### config.mk
export PLATFORM = sky130hd
export DESIGN_NAME = mul_iter_unit
export DESIGN_NICKNAME = d
export VERILOG_FILES = /design/src/rtl/mul_iter_unit.sv
export SDC_FILE = /design/constraint.sdc
export NUM_CORES = 1
export LEC_CHECK = 0
export BUFFER_PORTS_ARGS = -buffer_cell sky130_fd_sc_hd__buf_2
export CAP_MARGIN = 10
export CORE_ASPECT_RATIO = 1.2
export CORE_MARGIN = 1.5
export CORE_UTILIZATION = 54
export CTS_BUF_LIST = sky130_fd_sc_hd__clkbuf_2 sky130_fd_sc_hd__clkbuf_4 sky130_fd_sc_hd__clkbuf_8
export CTS_CLUSTER_DIAMETER = 80
export CTS_CLUSTER_SIZE = 20
export DETAILED_ROUTE_END_ITERATION = 6
export PLACE_DENSITY = 0.79
export SYNTH_ARGS = -nofsm -noshare
export SYNTH_HDL_FRONTEND = slang
export SYNTH_SLANG_ARGS = --single-unit
export TNS_END_PERCENT = 10
### constraint.sdc
create_clock -name clk -period 3.04 [get_ports clk]
set_clock_uncertainty 0.2 [all_clocks]
set_input_delay 0.152 -clock clk [delete_from_list [all_inputs] [get_ports clk]]
set_output_delay 0.152 -clock clk [all_outputs]
set_load 0.01 [all_outputs]
### src/rtl/mul_iter_unit.sv
// Iterative shift-add multiplier for the execute stage: retires BITS_PER_CYCLE
// multiplier bits per cycle and stalls the front of the pipeline until the low XLEN product is ready.
module mul_iter_unit #(
    parameter int XLEN           = 32,
    parameter int BITS_PER_CYCLE = 1
) (
    input  logic            clk,
    input  logic            reset,
    input  logic [3:0]      ALUControlE,
    input  logic            ValidE,
    input  logic            FlushE,
    input  logic [XLEN-1:0] SrcAE,
    input  logic [XLEN-1:0] SrcBE,
    output logic            StallMul,
    output logic            MulDoneE,
    output logic [XLEN-1:0] MulResultE
);

    localparam int N  = XLEN / BITS_PER_CYCLE;
    localparam int CW = (N > 1) ? $clog2(N) : 1;
    localparam logic [3:0]    MUL_CODE = 4'b1010;
    localparam logic [CW-1:0] LAST     = CW'(N - 1);

    typedef enum logic [1:0] {
        IDLE,
        BUSY,
        DONE
    } state_t;

    state_t          state;
    state_t          state_next;
    logic [XLEN-1:0] mcand;
    logic [XLEN-1:0] mplier;
    logic [XLEN-1:0] acc;
    logic [XLEN-1:0] result_q;
    logic [XLEN-1:0] partial;
    logic [CW-1:0]   cnt;
    logic            is_mul;

    assign is_mul = ValidE & ~FlushE & (ALUControlE == MUL_CODE);

    // multiplicand times the low BITS_PER_CYCLE multiplier bits, as a small shift-add
    always_comb begin
        partial = '0;
        for (int unsigned i = 0; i < BITS_PER_CYCLE; i++) begin
            if (mplier[i]) begin
                partial = partial + (mcand << i);
            end
        end
    end

    always_comb begin
        state_next = state;
        StallMul   = 1'b0;
        MulDoneE   = 1'b0;
        MulResultE = result_q;
        case (state)
            IDLE: begin
                if (is_mul) begin
                    state_next = BUSY;
                    StallMul   = 1'b1;
                end
            end
            BUSY: begin
                StallMul = 1'b1;
                if (FlushE) begin
                    state_next = IDLE;
                end else if (cnt == LAST) begin
                    state_next = DONE;
                end
            end
            DONE: begin
                state_next = IDLE;
                if (!FlushE) begin
                    MulDoneE   = 1'b1;
                    MulResultE = acc;
                end
            end
            default: state_next = IDLE;
        endcase
        // outputs read as zero throughout the reset cycle, whatever state it interrupts
        if (reset) begin
            StallMul   = 1'b0;
            MulDoneE   = 1'b0;
            MulResultE = '0;
        end
    end

    always_ff @(posedge clk) begin
        if (reset) begin
            state    <= IDLE;
            mcand    <= '0;
            mplier   <= '0;
            acc      <= '0;
            cnt      <= '0;
            result_q <= '0;
        end else begin
            state <= state_next;
            case (state)
                IDLE: begin
                    if (is_mul) begin
                        mcand  <= SrcAE;
                        mplier <= SrcBE;
                        acc    <= '0;
                        cnt    <= '0;
                    end
                end
                BUSY: begin
                    acc    <= acc + partial;
                    mcand  <= mcand << BITS_PER_CYCLE;
                    mplier <= mplier >> BITS_PER_CYCLE;
                    cnt    <= cnt + CW'(1);
                end
                DONE: begin
                    // keeps the product visible after the done pulse
                    if (!FlushE) begin
                        result_q <= acc;
                    end
                end
                default: ;
            endcase
        end
    end

endmodule

==> results.py <==
metrics = {
    "worst_hold_path": {
        "hp-start": "ValidE",
        "hp-class": "in -> reg",
        "hold-path-cell-count": 5,
        "hold_end": "state[0]",
    },
    "status": {
        "status": "finished, final reports clean",
    },
    "pwr": {
        "power_switching_share_pct": 22.76,
        "p_per_area_nw_per_um2": 384.1,
        "vdd_ir_drop_max_v": 0.0002833,
        "power_frac_seq_pct": 51.4,
        "p_clk_share_pct": 41.6,
        "p_switching_uw": 798.0,
        "comb_power_share_pct": 7.1,
        "leakage_nw": 3.927,
        "p_int_mw": 2.708,
    },
    "yosys": {
        "netlist_area_um2": 7137,
        "ys_ff_latch": 135,
        "netlist.area_leader.share_pct": 37.87,
        "yosys.area.top_type": "dfxtp_1",
        "post_synth_main_area_contributors": "dfxtp_1 (38%), nand2_1 (12%), a311oi_1 (7.9%), nor2_1 (5.9%), ha_1 (5.8%)",
        "syn_inst": 928,
        "ys_seq_area_share_pct": 37.87,
        "ys_types": 51,
        "yosys_warnings": 0,
        "synthesis.nets": 1034,
        "async_flop_share_pct": 0,
        "synth_area_per_cell_um2": 7.691,
        "synth-edff-count": 0,
        "synth_ff_type": "dfxtp_1",
    },
    "grt": {
        "first_global_vias": 6999,
        "grt_pass1_wl_um": 33040,
        "grt_usage_pct": 30.08,
        "grt_start_max_net_pins": 95,
        "grt_overflow_total": 0,
        "antenna_found_initial": 0,
    },
    "drt": {
        "vias_per_cell": 5.744,
        "routedWlPerCell_um": 16.04,
        "ant_nets": 0,
        "dr.pass1.iters": 5,
        "remaining_drc_errors": 0,
        "initialDrtViolationCount": 464,
        "routed_wl_um": 20490,
        "via_count": 7341,
    },
    "sta": {
        "slew_violations": 0,
        "slew_headroom_pct": 61.57,
        "final-setup-viol-count": 0,
        "finalHoldViolCount": 0,
        "rsz0062_at_grt": "false",
        "tns_ns": 0,
        "layout_min_cycle_time_ns": 2.905,
        "clock.fmax_ghz": 0.3442,
        "fin_crit_sh_pct": 95.56,
        "worst_pin_slew_ns": 0.5764,
    },
    "job": {
        "maxCapViolations": 0,
    },
    "floorplan": {
        "row_count": 45,
        "fp.dieArea_um2": 13920,
        "ioPinCount": 106,
        "die_h_um": 128.9,
        "start_util_pct": 55.84,
        "core-area_um2": 12780,
        "fp.dieW_um": 107.9,
    },
    "finish": {
        "drive_gt1_share_pct": 15.80,
        "final_cell_mix": "nand2_1 (230), dfxtp_1 (135), nor2_1 (112)",
        "final_nets": 1209,
        "final_cells": 1278,
        "final_common_cell": "nand2_1",
        "num_antenna_cells": 0,
        "area_delta_synth_final_pct": 27.91,
    },
    "worst_setup_path": {
        "crit_required_ns": 3.25,
        "rrSetupSlack_ns": 0.18,
        "ff2ff_path_depth": 11,
        "critPathCaptureType": "flop",
        "rr_endpoint": "acc[31]",
        "critPathArrivalTime_ns": 3.11,
        "path_class": "in -> reg",
        "cp_max_fo": 94,
        "cp-start-kind": "input port",
        "worstReg2RegStart": "mplier[0]",
    },
    "placed_design": {
        "dp.cells": 1153,
        "port_buffers": 105,
        "place.gp.congestion": 0.9390,
        "dpl.hpwl_um": 12130,
    },
    "cts": {
        "cts-root-buf": "clkbuf_8",
        "cts_setup_buffers": 0,
        "clkLatencyLatePin_ns": 0.46,
        "cts_buffers": 17,
        "h-tree-depth": 4,
        "cts_sinks": 135,
        "tritoncts": "yes",
        "clkTransAtPathRegs_ns": 0.07,
        "cts_max_path_buffers": 2,
    },
}
worst max path at each step:
stage	slack, ns	endpoint	start
after floorplan	0.19	acc[30]	mplier[0]
after CTS	0.15	acc[30]	mcand[0]
after detailed placement	0.17	acc[30]	mcand[0]
after global routing	0.003	acc[31]	mplier[0]
after global placement	0.21	acc[31]	mplier[0]
final	0.14	mplier[18]	FlushE
final cells by class:
cell class	instances	area, µm²
well taps	164	205.2
fillers	974	3652
clock buffers	27	340.3
inverters	10	37.54
clock inverters	3	40.04
flip-flops and latches	135	2703
repair buffers	222	1657
multi-input cells	717	4146
cell families after synthesis:
kind of cell	Yosys count	synth area share, %
AO/OA/AOI/OAI	239	23.77
XOR/XNOR	26	3.191
adder cells (fa/ha/maj)	34	6.066
buffers and inverters	76	4.330
flip-flops	135	37.87
multiplexers	4	0.5610
AND/OR/NAND/NOR	414	24.21
power groups by stage:
stage | logic, mW | clock network (mW) | registers, mW
after CTS | 0.231 | 1.47 | 1.80
after detailed placement | 0.155 | 0 | 1.84
after global routing | 0.263 | 1.55 | 1.80
final | 0.248 | 1.46 | 1.80
after global placement | 0.154 | 0 | 1.84
after floorplan | 0.0865 | 0 | 1.84
through the flow:
stage | hold WS, ns | instance area [µm²] | worst slack [ns] | utilization, % | total power, mW
CTS | 0.1214 | 9125 | 0.1474 | 71.40 | 3.499
global placement | 0.1778 | 7794 | 0.2082 | 60.98 | 1.993
detailed placement | 0.1817 | 7794 | 0.1665 | 60.98 | 1.994
finish | 0.1480 | 9129 | 0.1351 | 71.42 | 3.506
floorplan | 0.02780 | 7137 | 0.1922 | - | 1.922
global route | 0.2303 | 9129 | 0.003101 | 71.42 | 3.615
repair_timing:
item,4_1_cts,5_1_grt
resized for setup,0,1
hold buffers,95,0
setup endpoints to repair,0,6
endpoints found under the hold margin,70,0
metal layers:
layer	track usage (%)	vias up	routed length, µm
li1	-	3584	-
met1	35.27	3418	8607
met2	52.08	272	10120
met3	5.623	67	1029
met4	15.40	0	734
met5	0	-	0
sequential cells by signal, summed over array words and instances (netlist names):
signal and cells:
mplier 32, state 2, mcand 32, result_q 32, cnt 5, acc 32
synthesized netlist by cell type (6+ instances only):
master	n
xnor2_1	11
and2_1	34
buf_2	19
o21ai_1	21
clkbuf_1	44
xor2_1	15
a311oi_1	64
ha_1	33
dfxtp_1	135
nor3_1	7
nand3_1	6
o21ai_0	12
inv_1	9
nand4_1	6
a22oi_1	17
a21oi_1	72
nor2_1	113
a21o_1	15
nand2_1	230
worst max-delay path: stages:
cell and delay, ns:
dlygate4sd3_1 0.55, buf_2 0.15, nand3b_1 0.34, a21oi_4 0.38
buf_12 0.35, nor2_1 0.13, a311oi_1 0.39, dlygate4sd3_1 0.61
(Power assumes the default switching activity.)
